$ cat src/rtl/pc_csr_regs_if.sv
// Bus bundle between pc_csr_regs and its fetch/execute users: PC control,
// PC output and the CSR read/write port.
interface pc_csr_if;
  logic        hold_flag_i;
  logic        jump_flag_i;
  logic [31:0] jump_addr_i;
  logic [31:0] pc_o;
  logic [31:0] csr_addr_i;
  logic [31:0] csr_wdata_i;
  logic        we_i;
  logic [31:0] csr_rdata_o;

  modport master (
    output hold_flag_i, jump_flag_i, jump_addr_i, csr_addr_i, csr_wdata_i, we_i,
    input  pc_o, csr_rdata_o
  );

  modport slave (
    input  hold_flag_i, jump_flag_i, jump_addr_i, csr_addr_i, csr_wdata_i, we_i,
    output pc_o, csr_rdata_o
  );
endinterface

$ cat src/rtl/pc_csr_regs.sv
// Program counter plus machine-mode CSR file (combinational read, synchronous write).
// Optional feature macro CSR_COUNTER_EN adds the 64-bit mcycle/cycle counter.
module pc_csr_regs #(
  parameter logic [31:0] RESET_PC   = 32'h0000_0000,
  parameter logic [31:0] MISA_VALUE = 32'h4000_0100
) (
  input logic        clk,
  input logic        rst_n,
  pc_csr_if.slave    bus
);
  localparam logic [11:0] ADDR_MSTATUS  = 12'h300;
  localparam logic [11:0] ADDR_MISA     = 12'h301;
  localparam logic [11:0] ADDR_MIE      = 12'h304;
  localparam logic [11:0] ADDR_MTVEC    = 12'h305;
  localparam logic [11:0] ADDR_MSCRATCH = 12'h340;
  localparam logic [11:0] ADDR_MEPC     = 12'h341;
  localparam logic [11:0] ADDR_MCAUSE   = 12'h342;
  localparam logic [11:0] ADDR_MTVAL    = 12'h343;
`ifdef CSR_COUNTER_EN
  localparam logic [11:0] ADDR_MCYCLE   = 12'hB00;
  localparam logic [11:0] ADDR_MCYCLEH  = 12'hB80;
  localparam logic [11:0] ADDR_CYCLE    = 12'hC00;
  localparam logic [11:0] ADDR_CYCLEH   = 12'hC80;
`endif

  logic [31:0] pc_q, pc_d;
  logic        mst_mie_q, mst_mie_d;
  logic        mst_mpie_q, mst_mpie_d;
  logic [2:0]  mie_q, mie_d;         // {MEIE, MTIE, MSIE} = bits {11, 7, 3}
  logic [31:0] mtvec_q, mtvec_d;
  logic [31:0] mscratch_q, mscratch_d;
  logic [29:0] mepc_q, mepc_d;       // bits [1:0] are hard-wired zero
  logic [31:0] mcause_q, mcause_d;
  logic [31:0] mtval_q, mtval_d;
  logic [11:0] addr_s;
  logic [31:0] wdata_s;
  logic [31:0] rdata_s;
  logic        unused_bits_s;

  assign addr_s        = bus.csr_addr_i[11:0];
  assign wdata_s       = bus.csr_wdata_i;
  assign unused_bits_s = ^{bus.csr_addr_i[31:12], bus.jump_addr_i[1:0]};

  // PC next state: jump beats hold, otherwise sequential fetch
  always_comb begin
    pc_d = pc_q + 32'd4;
    if (bus.jump_flag_i) begin
      pc_d = {bus.jump_addr_i[31:2], 2'b00};
    end else if (bus.hold_flag_i) begin
      pc_d = pc_q;
    end else begin
      pc_d = pc_q + 32'd4;
    end
  end

  // CSR write decode with per-register writable masks
  always_comb begin
    mst_mie_d  = mst_mie_q;
    mst_mpie_d = mst_mpie_q;
    mie_d      = mie_q;
    mtvec_d    = mtvec_q;
    mscratch_d = mscratch_q;
    mepc_d     = mepc_q;
    mcause_d   = mcause_q;
    mtval_d    = mtval_q;
    if (bus.we_i) begin
      case (addr_s)
        ADDR_MSTATUS: begin
          mst_mie_d  = wdata_s[3];
          mst_mpie_d = wdata_s[7];
        end
        ADDR_MIE:      mie_d      = {wdata_s[11], wdata_s[7], wdata_s[3]};
        ADDR_MTVEC:    mtvec_d    = wdata_s;
        ADDR_MSCRATCH: mscratch_d = wdata_s;
        ADDR_MEPC:     mepc_d     = wdata_s[31:2];
        ADDR_MCAUSE:   mcause_d   = wdata_s;
        ADDR_MTVAL:    mtval_d    = wdata_s;
        default:       mtvec_d    = mtvec_q;
      endcase
    end else begin
      mtvec_d = mtvec_q;
    end
  end

  // PC and CSR state registers
  always_ff @(posedge clk or negedge rst_n) begin
    if (!rst_n) begin
      pc_q       <= RESET_PC;
      mst_mie_q  <= 1'b0;
      mst_mpie_q <= 1'b0;
      mie_q      <= 3'b000;
      mtvec_q    <= 32'h0000_0000;
      mscratch_q <= 32'h0000_0000;
      mepc_q     <= 30'h0000_0000;
      mcause_q   <= 32'h0000_0000;
      mtval_q    <= 32'h0000_0000;
    end else begin
      pc_q       <= pc_d;
      mst_mie_q  <= mst_mie_d;
      mst_mpie_q <= mst_mpie_d;
      mie_q      <= mie_d;
      mtvec_q    <= mtvec_d;
      mscratch_q <= mscratch_d;
      mepc_q     <= mepc_d;
      mcause_q   <= mcause_d;
      mtval_q    <= mtval_d;
    end
  end

`ifdef CSR_COUNTER_EN
  logic [63:0] cycle_q, cycle_d;

  // Cycle counter: a write to either half replaces it and skips that edge's increment
  always_comb begin
    cycle_d = cycle_q + 64'd1;
    if (bus.we_i && (addr_s == ADDR_MCYCLE)) begin
      cycle_d = {cycle_q[63:32], wdata_s};
    end else if (bus.we_i && (addr_s == ADDR_MCYCLEH)) begin
      cycle_d = {wdata_s, cycle_q[31:0]};
    end else begin
      cycle_d = cycle_q + 64'd1;
    end
  end

  // Cycle counter register
  always_ff @(posedge clk or negedge rst_n) begin
    if (!rst_n) begin
      cycle_q <= 64'd0;
    end else begin
      cycle_q <= cycle_d;
    end
  end
`endif

  // Combinational read mux; undecoded addresses read zero
  always_comb begin
    rdata_s = 32'h0000_0000;
    case (addr_s)
      ADDR_MSTATUS:  rdata_s = {19'd0, 2'b11, 3'd0, mst_mpie_q, 3'd0, mst_mie_q, 3'd0};
      ADDR_MISA:     rdata_s = MISA_VALUE;
      ADDR_MIE:      rdata_s = {20'd0, mie_q[2], 3'd0, mie_q[1], 3'd0, mie_q[0], 3'd0};
      ADDR_MTVEC:    rdata_s = mtvec_q;
      ADDR_MSCRATCH: rdata_s = mscratch_q;
      ADDR_MEPC:     rdata_s = {mepc_q, 2'b00};
      ADDR_MCAUSE:   rdata_s = mcause_q;
      ADDR_MTVAL:    rdata_s = mtval_q;
`ifdef CSR_COUNTER_EN
      ADDR_MCYCLE,  ADDR_CYCLE:  rdata_s = cycle_q[31:0];
      ADDR_MCYCLEH, ADDR_CYCLEH: rdata_s = cycle_q[63:32];
`endif
      default:       rdata_s = 32'h0000_0000;
    endcase
  end

  assign bus.pc_o        = pc_q;
  assign bus.csr_rdata_o = rdata_s;
endmodule

$ cat src/flat_wrapper.sv
// flat-port wrapper written by rule: the top's interface ports become plain ports
module pc_csr_regs_flat 
#(
  parameter logic [31:0] RESET_PC   = 32'h0000_0000,
  parameter logic [31:0] MISA_VALUE = 32'h4000_0100
)
  (clk, rst_n, bus_hold_flag_i, bus_jump_flag_i, bus_jump_addr_i, bus_csr_addr_i, bus_csr_wdata_i, bus_we_i, bus_pc_o, bus_csr_rdata_o);
  pc_csr_if bus_i ();
  input logic clk;
  input logic rst_n;
  input wire logic [$bits(bus_i.hold_flag_i)-1:0] bus_hold_flag_i;
  input wire logic [$bits(bus_i.jump_flag_i)-1:0] bus_jump_flag_i;
  input wire logic [$bits(bus_i.jump_addr_i)-1:0] bus_jump_addr_i;
  input wire logic [$bits(bus_i.csr_addr_i)-1:0] bus_csr_addr_i;
  input wire logic [$bits(bus_i.csr_wdata_i)-1:0] bus_csr_wdata_i;
  input wire logic [$bits(bus_i.we_i)-1:0] bus_we_i;
  output wire logic [$bits(bus_i.pc_o)-1:0] bus_pc_o;
  output wire logic [$bits(bus_i.csr_rdata_o)-1:0] bus_csr_rdata_o;
  assign bus_i.hold_flag_i = bus_hold_flag_i;
  assign bus_i.jump_flag_i = bus_jump_flag_i;
  assign bus_i.jump_addr_i = bus_jump_addr_i;
  assign bus_i.csr_addr_i = bus_csr_addr_i;
  assign bus_i.csr_wdata_i = bus_csr_wdata_i;
  assign bus_i.we_i = bus_we_i;
  assign bus_pc_o = bus_i.pc_o;
  assign bus_csr_rdata_o = bus_i.csr_rdata_o;
  pc_csr_regs #(.RESET_PC(RESET_PC), .MISA_VALUE(MISA_VALUE)) u_core (.clk(clk), .rst_n(rst_n), .bus(bus_i));
endmodule
$ cat config.mk
export PLATFORM = sky130hd
export DESIGN_NAME = pc_csr_regs_flat
export DESIGN_NICKNAME = d
export VERILOG_FILES = /design/src/rtl/pc_csr_regs_if.sv /design/src/rtl/pc_csr_regs.sv /design/src/flat_wrapper.sv
export SDC_FILE = /design/constraint.sdc
export NUM_CORES = 1
export LEC_CHECK = 0
export CAP_MARGIN = 0
export CORE_AREA = 2 2 219 113
export CTS_CLUSTER_DIAMETER = 80
export DETAILED_ROUTE_END_ITERATION = 10
export DIE_AREA = 0 0 221 115
export GPL_ROUTABILITY_DRIVEN = 0
export SLEW_MARGIN = 20
export SYNTH_ARGS = -nofsm -noshare
export SYNTH_HDL_FRONTEND = slang
export SYNTH_SLANG_ARGS = --single-unit
$ cat constraint.sdc
create_clock -name clk -period 5.26 [get_ports clk]
set_input_delay 0.526 -clock clk [delete_from_list [all_inputs] [get_ports clk]]
set_output_delay 0.526 -clock clk [all_outputs]
set_load 0.05 [all_outputs]
Yosys cells after proc, flatten, opt, wreduce, memory -nomap -nowiden. Cells that the tools add are included.

Register bits after elaboration: 195. Output and inout bits: 64. Word-level logic and storage cells: 29.

Add/sub/neg operators: 1. Equality and inequality tests: 9. Muxes and demuxes: 3. Reductions and logical operators: 7.

Operators with widths (count): one-hot mux 32 bit (8 select lines) (1); == test 12 x 10 -> 1 bit (second input constant) (8); 2-to-1 mux 32 bit (2); adder 32 x 3 -> 32 bit (second input constant) (1); AND reduction 2 bit (7); != test 2 x 1 -> 1 bit (second input constant) (1).

Longest topological paths before layout. Gate-level depths: netlist of the first run.

Depth in word-level cells: 3. Mapped depth: 7. Mapped depth without buffers: 5.

Worst setup path before layout of the first run. Ideal clock, no wire load.

Path kind: input to output. Start: input port bus_csr_addr_i[1]. End: output port bus_csr_rdata_o[12]. Arrival: 2491 ps. Data required time: 4734 ps. Path slack: 2243 ps. Cell stages on the path: 6. Cells stage by stage: buf_6 -> buf_2 -> buf_1 -> o32ai_1 -> a22oi_1 -> o21ai_0.

Cells in the longest elaborated chain, start to end: 2.

RTL lines: from (decl) (line flat_wrapper.sv:14) `input wire logic [$bits(bus_i.csr_addr_i)-1:0] bus_csr_addr_i;`; == test 12 x 10 -> 1 bit (line pc_csr_regs.sv:138) `case (addr_s)`; one-hot mux 32 bit (8 select lines) (*) (line pc_csr_regs.sv:138); to (decl) (line flat_wrapper.sv:18) `output wire logic [$bits(bus_i.csr_rdata_o)-1:0] bus_csr_rdata_o;`.

Every way passes the cells marked *; elsewhere a longest branch is shown, timed or not.

Worst setup path after layout of the first run.
Start: input port bus_csr_addr_i[2]. End: output port bus_csr_rdata_o[9].

The elaborated chain is that of the path after synthesis.

==> results of run 1 <==
==> cell usage in the layout, fill, tap and decap left out, types with 3 or more instances in the layout <==
cell / instances
sky130_fd_sc_hd__dfrtp_1: 193
sky130_fd_sc_hd__clkdlybuf4s50_1: 137
sky130_fd_sc_hd__mux2_2: 134
sky130_fd_sc_hd__nand2_1: 30
sky130_fd_sc_hd__mux2_4: 30
sky130_fd_sc_hd__mux4_2: 27
sky130_fd_sc_hd__a22o_1: 26
sky130_fd_sc_hd__o21ai_0: 24
sky130_fd_sc_hd__nor2_1: 20
sky130_fd_sc_hd__nand3_1: 17
sky130_fd_sc_hd__clkbuf_16: 17
sky130_fd_sc_hd__a31oi_1: 14
sky130_fd_sc_hd__or4_1: 12
sky130_fd_sc_hd__nand4_1: 9
sky130_fd_sc_hd__o31ai_1: 9
sky130_fd_sc_hd__xor2_1: 9
sky130_fd_sc_hd__buf_4: 9
sky130_fd_sc_hd__mux2i_1: 7
sky130_fd_sc_hd__and3_1: 6
sky130_fd_sc_hd__nor2b_1: 5
sky130_fd_sc_hd__inv_1: 5
sky130_fd_sc_hd__or3_1: 4
sky130_fd_sc_hd__inv_6: 4
sky130_fd_sc_hd__a21oi_1: 3
sky130_fd_sc_hd__nor3_1: 3
sky130_fd_sc_hd__o211ai_1: 3
sky130_fd_sc_hd__xnor2_1: 3
sky130_fd_sc_hd__bufinv_16: 3
sky130_fd_sc_hd__clkinvlp_4: 3
==> worst register-to-register path, stage by stage, from the launching register on <==
cell	delay (ns)
sky130_fd_sc_hd__dfrtp_1	0.42
sky130_fd_sc_hd__and3_1	0.52
sky130_fd_sc_hd__nand4_1	0.45
sky130_fd_sc_hd__o21ai_0	0.28
sky130_fd_sc_hd__or3b_2	0.46
==> stage by stage <==
step	utilization (%)	area [um^2]	total power [mW]	setup slack (ns)
after floorplan	-	9260	1.73	2.24
after global placement	46.0	10900	1.90	1.13
after detailed placement	46.2	10900	1.91	1.09
after CTS	48.8	11500	3.30	1.08
after global routing	48.8	11500	3.40	0.958
final	48.8	11500	3.26	1.08
==> cells by family after synthesis <==
| family | after synthesis | share of synthesized area [%] |
|---|---|---|
| flops | 193 | 52.2 |
| compound gates | 86 | 6.56 |
| other cells | 1 | 0.0405 |
| mux | 199 | 28.6 |
| buf+inv | 54 | 3.34 |
| simple gates | 130 | 7.96 |
| xor+xnor | 12 | 1.14 |
| fa+ha+maj | 1 | 0.135 |
==> cell type report <==
cell class | count | area share, %
clock buffer | 19 | 3.85
clock inverter | 13 | 1.52
inverter | 6 | 0.196
multi-input combinational | 430 | 36.0
sequential | 193 | 42.0
tap | 315 | 3.43
timing repair buffer | 150 | 13.0
==> metal layers <==
layer	track usage, %	vias to the layer above	share of wire (%)
met5	0	-	0
met4	4.25	0	0.51
met3	5.60	9	4.7
met2	29.2	121	46
met1	26.3	3245	48
li1	-	2773	-
==> registers in the layout, indices dropped and copies added (netlist names) <==
name and flops:
u_core.mscratch_q 32, u_core.bus.pc_o 30, u_core.mtvec_q 32, u_core.mepc_q 30
u_core.mtval_q 32, u_core.mie_q 3, u_core.mst_mpie_q 1, u_core.mst_mie_q 1
u_core.mcause_q 32
==> worst min-delay path by stage <==
stage | from | endpoint | slack, ns | cells past startpoint
2_1_floorplan | rst_n | u_core.bus.pc_o[10] | 0.23 | 0
3_5_place_dp | u_core.mscratch_q[18] | u_core.mscratch_q[18] | 0.49 | 1
5_1_grt | rst_n | u_core.mtval_q[25] | 0.11 | 1
6_report | rst_n | u_core.mtval_q[25] | 0.08 | 1
4_1_cts | rst_n | u_core.mscratch_q[25] | 0.10 | 1
3_3_place_gp | u_core.mcause_q[23] | u_core.mcause_q[23] | 0.48 | 1
==> power breakdown <==
group / internal (mW) / switching (mW)
combinational: 0.134 / 0.205
sequential: 1.51 / 0.0324
clock: 0.773 / 0.605
total: 2.42 / 0.843
==> qor.yml, run 1 <==
worst_ir_drop_vdd_mv: 0.217
synth-warning-count: 0
synthesis.area_um2: 9250
worstSetupPathType: "in2out"
wire_per_inst_um: 20.3
report.final.slew_viol_count: 0
reg_area_um2: 4830
cell_with_the_most_instances_on_the_worst_path: "sky130_fd_sc_hd__clkdlybuf4s50_1"
drt_first_iter_violations: 447
cp_cell_sequence: "clkdlybuf4s50_1 -> and4bb_2 -> and3_1 -> buf_4 -> a22o_1 -> clkdlybuf4s50_1"
endpoint_type_of_the_worst_setup_path: "output pin"
setup_viol_count_final: 0
via_count: 6148
insertedDiodeCount: 0
grt_setup_unrepaired: "false"
boundaryPins: 165
grt_antenna_before_repair: 0
final.fill_count: 2048
drt_wl_total_mm: 22.8
start_util_pct: 39.3
grt_start_max_net_pins: 76
finish.net_count: 900
synth.most_common_cell: "sky130_fd_sc_hd__dfrtp_1"
clock.fmax_mhz: 239
max-slew-margin-rel_pct: 31.9
pwr_density_cell_nw_per_um2: 284
post_cts.repair.setup_buffers: 0
number_of_cts_inserted_buffers: 17
cp.buffers_inverters: 3
post_synthesis_mean_instance_area_um2: 13.7
place.port_buffers: 140
reg2reg_depth: 4
clk_transition_reported_paths_ns: 0.07
clock_tree.htree_level_count: 4
clock_root_buffer: "sky130_fd_sc_hd__clkbuf_16"
multi_input_area_um2: 4140
outcome: "finished, final reports clean"
drt_pass1_iterations: 5
fin_worst_skew_ns: 0.00814
cp.depth: 6
die_h_um: 115
fp.dieW_um: 221
async_flop_share_pct: 100
regToRegEndpoint: "u_core.bus.pc_o[31]"
synth-seq-cells: 193
synth_commonest_cells: "193 x sky130_fd_sc_hd__dfrtp_1, 134 x sky130_fd_sc_hd__mux2_2, 31 x sky130_fd_sc_hd__nand2_1"
postRouteAntennaNets: 0
timing.critical_path.from_type: "primary input"
critical_path.startpoint: "bus_csr_addr_i[2]"
endpoint: "bus_csr_rdata_o[9]"
path_max_fanout: 17
detail_routed_via_count_per_cell: 5.46
remaining_drc_errors: 0
grt_first_pass_wirelength_mm: 36.6
worstMarginPinSlew_ns: 1.02
fin_crit_ns: 4.18
holdBufCountCts: 0
p_r_area_growth_vs_syn_pct: 24.3
synthTopCellsByArea: "sky130_fd_sc_hd__dfrtp_1 52%, sky130_fd_sc_hd__mux2_2 16%, sky130_fd_sc_hd__mux4_2 6.6%"
post_synth_inst_count: 676
layout_worst_path_cycle_share_pct: 79.4
fin_cells: 1126
timing.setup.tns_ns: 0
synth_top_area_share_pct: 52.2
cts_repair_resize_count: 0
gr-usage-all-layers_pct: 18.8
fin_hold_ws_ns: 0.0804
place_inst: 1094
hold_class: "in2async"
tritoncts_num_sinks: 193
grt-ovfl-total: 0
post-dp-hpwl_mm: 15.1
post_route_cells_drive_above_1_share_pct: 30.7
clkLatencyLatePin_ns: 0.44
number_of_distinct_library_cells_after_synthesis: 55
core_area_um2: 23600
critical-path-top-delay-family: "buffers and inverters"
tritoncts: "yes"
crit-reg2reg-launch: "u_core.bus.pc_o[5]"
grt_pass1_vias: 6543
max_cap_violations: 0
critical_path.max_stage_delay_ns: 0.82
max-clock-path-buffers: 2
worst_path_max_delay_cell: "sky130_fd_sc_hd__clkdlybuf4s50_1"
num_rows: 40
synth-edff-count: 0
power_leakage_nw: 5.25
synth.yosys.seq_area_share_pct: 52.2
fp.dieArea_um2: 25400
worstPathRequired_ns: 4.73
critical_path_arrival_ns: 3.65
r2r_setup_slack_ns: 3.00
netlist.top_cell.by_area: "sky130_fd_sc_hd__dfrtp_1"
hold_viol: 0
synth_flop_cell: "sky130_fd_sc_hd__dfrtp_1"
Power figures use the tool's default switching activity.
==> run 2, diff against run 1 <==
--- a/config.mk
+++ b/config.mk
@@ -11,6 +11,7 @@
 export DETAILED_ROUTE_END_ITERATION = 10
 export DIE_AREA = 0 0 221 115
 export GPL_ROUTABILITY_DRIVEN = 0
+export PLACE_DENSITY = 0.65
 export SLEW_MARGIN = 20
 export SYNTH_ARGS = -nofsm -noshare
 export SYNTH_HDL_FRONTEND = slang
==> constraint.sdc (replaced) <==
create_clock -name clk -period 3.55 [get_ports clk]
set_input_delay 0.355 -clock clk [delete_from_list [all_inputs] [get_ports clk]]
set_output_delay 0.355 -clock clk [all_outputs]
set_load 0.05 [all_outputs]
==> qor.yml, run 2 (synthesis gave the netlist of run 1 again) <==
regToRegEndpoint: "u_core.bus.pc_o[31]"
cell_internal_pwr_mw: 3.58
worst_path_setup_slack_after_routing_ns: 0.618
critical_path_arrival_ns: 2.58
worst_ir_drop_vdd_mv: 0.234
grt.met1_usage_pct: 28.1
fp.dieW_um: 221
number_of_cts_inserted_buffers: 17
fin_crit_ns: 2.93
reg_area_um2: 4830
via_count: 6134
r2r_setup_slack_ns: 1.27
layout.cells.most_common: "sky130_fd_sc_hd__dfrtp_1"
report.final.slew_viol_count: 0
drt_pass1_iterations: 5
num_rows: 40
p_r_area_growth_vs_syn_pct: 28.6
global_route.usage.met2_pct: 26.6
grt_setup_unrepaired: "false"
final_core_utilization_pct: 50.5
fin_hold_ws_ns: 0.448
setup_viol_count_final: 0
fp.dieArea_um2: 25400
remaining_drc_errors: 0
die_h_um: 115
outcome: "finished, final reports clean"
pwr_density_cell_nw_per_um2: 404
timing.setup.tns_ns: 0
power_leakage_nw: 5.47
reg2reg_depth: 4
worstMarginPinSlew_ns: 0.598
multi_input_area_um2: 4140
start_util_pct: 39.3
highest_count_cells_in_the_layout_ignoring_fill_and_taps: "193 x sky130_fd_sc_hd__dfrtp_1, 134 x sky130_fd_sc_hd__mux2_2, 106 x sky130_fd_sc_hd__clkdlybuf4s50_1"
detail_routed_via_count_per_cell: 5.37
most_used_routing_layer: "met1"
layout_worst_path_cycle_share_pct: 82.6
grt_start_max_net_pins: 75
path_max_fanout: 5
post-dp-hpwl_mm: 15.4
worst_path_max_delay_cell: "sky130_fd_sc_hd__o21ai_0"
timing.critical_path.from_type: "primary input"
net_switching_power_mw: 1.24
postRouteAntennaNets: 0
share_comb_of_total_power_pct: 10.6
clk_transition_reported_paths_ns: 0.07
max-slew-margin-rel_pct: 59.7
hold_viol: 0
power.clock.fraction_pct: 41.8
core_area_um2: 23600
clock_root_buffer: "sky130_fd_sc_hd__clkbuf_16"
grt_first_pass_wirelength_mm: 36.7
clock_tree.htree_level_count: 4
clock.fmax_mhz: 341
sequentialPowerShare_pct: 47.5
hold_class: "in2async"
finish.net_count: 915
design_power_total_mw: 4.81
fin_worst_skew_ns: 0.00650
endpoint_type_of_the_worst_setup_path: "output pin"
drt_wl_total_mm: 22.8
place_worst_setup_slack_ns: 0.607
worstPathRequired_ns: 3.19
grt_antenna_before_repair: 2
gr-usage-all-layers_pct: 18.8
grt.met3_usage_pct: 4.57
cp_cell_sequence: "clkdlybuf4s50_1 -> nor4_4 -> nand2_1 -> or3_1 -> o21ai_0 -> buf_12"
tritoncts: "yes"
post_route_cells_drive_above_1_share_pct: 35.4
wire_per_inst_um: 19.9
max-clock-path-buffers: 2
critical_path.max_stage_delay_ns: 0.52
place.port_buffers: 140
tritoncts_num_sinks: 193
max_cap_violations: 0
drt_first_iter_violations: 276
grt-ovfl-total: 0
clkLatencyLatePin_ns: 0.44
boundaryPins: 165
grt_pass1_vias: 6434
worstSetupPathType: "in2out"
crit-reg2reg-launch: "u_core.bus.pc_o[5]"
final.fill_count: 2027
power_switching_share_pct: 25.7
cts_repair_resize_count: 0
## run 2: cell count changes in the layout (fill, tap and decap cells not counted), sizes merged
cell	delta
inv	-3
buf	+45
clkbuf	+1
clkinvlp	-1
clkinv	+3
clkdlybuf4s50	-31
diode	+1
dlygate4sd3	+1
## run 2: through the flow
stage,cells,instance area (um^2)
finish,1142,11900
global route,1141,11900
CTS,1141,11900
detailed placement,1108,11300
global placement,1108,11300
floorplan,677,9260
## run 2: power groups by stage
stage | registers (mW) | clock network, mW | logic (mW)
finish | 2.29 | 2.01 | 0.512
floorplan | 2.43 | 0 | 0.136
global placement | 2.33 | 0 | 0.513
global route | 2.29 | 2.14 | 0.552
CTS | 2.29 | 2.06 | 0.519
detailed placement | 2.33 | 0 | 0.516
## run 2: how the worst max path moves through the flow
stage                            from                  end  cells past startpoint
floorplan           bus_csr_addr_i[1]  bus_csr_rdata_o[12]                      6
global placement    bus_csr_addr_i[3]   bus_csr_rdata_o[3]                      6
detailed placement  bus_csr_addr_i[3]   bus_csr_rdata_o[3]                      6
CTS                 bus_csr_addr_i[3]   bus_csr_rdata_o[3]                      6
global route        bus_csr_addr_i[3]   bus_csr_rdata_o[3]                      6
finish              bus_csr_addr_i[3]   bus_csr_rdata_o[3]                      6
## run 2: per-layer routing
| metal | vias up | part of all wire [%] |
|---|---|---|
| met5 | - | 0.053 |
| met4 | 2 | 1.2 |
| met3 | 19 | 5.2 |
| met2 | 155 | 42 |
| met1 | 3152 | 52 |
| li1 | 2806 | - |
## run 2: area by class of cell
cell class,instances,share of cell area [%]
Antenna cell,1,0.0210
Clock buffer,20,3.75
Clock inverter,12,1.30
Inverter,6,0.189
Multi-Input combinational cell,430,34.8
Sequential cell,193,40.6
Tap cell,315,3.31
Timing Repair Buffer,165,16.0
## run 2: critical path: cells and delay by family
kind,cells,cell delay [ns]
buffers and inverters,2,0.65
AO/OA/AOI/OAI,1,0.52
AND/OR/NAND/NOR,3,1.04
## run 2: what timing repair did
item | 4_1_cts | 5_1_grt
buffers inserted | 0 | 0
hold buffers | 1 | 0
endpoints found under the hold margin | 51 | 0
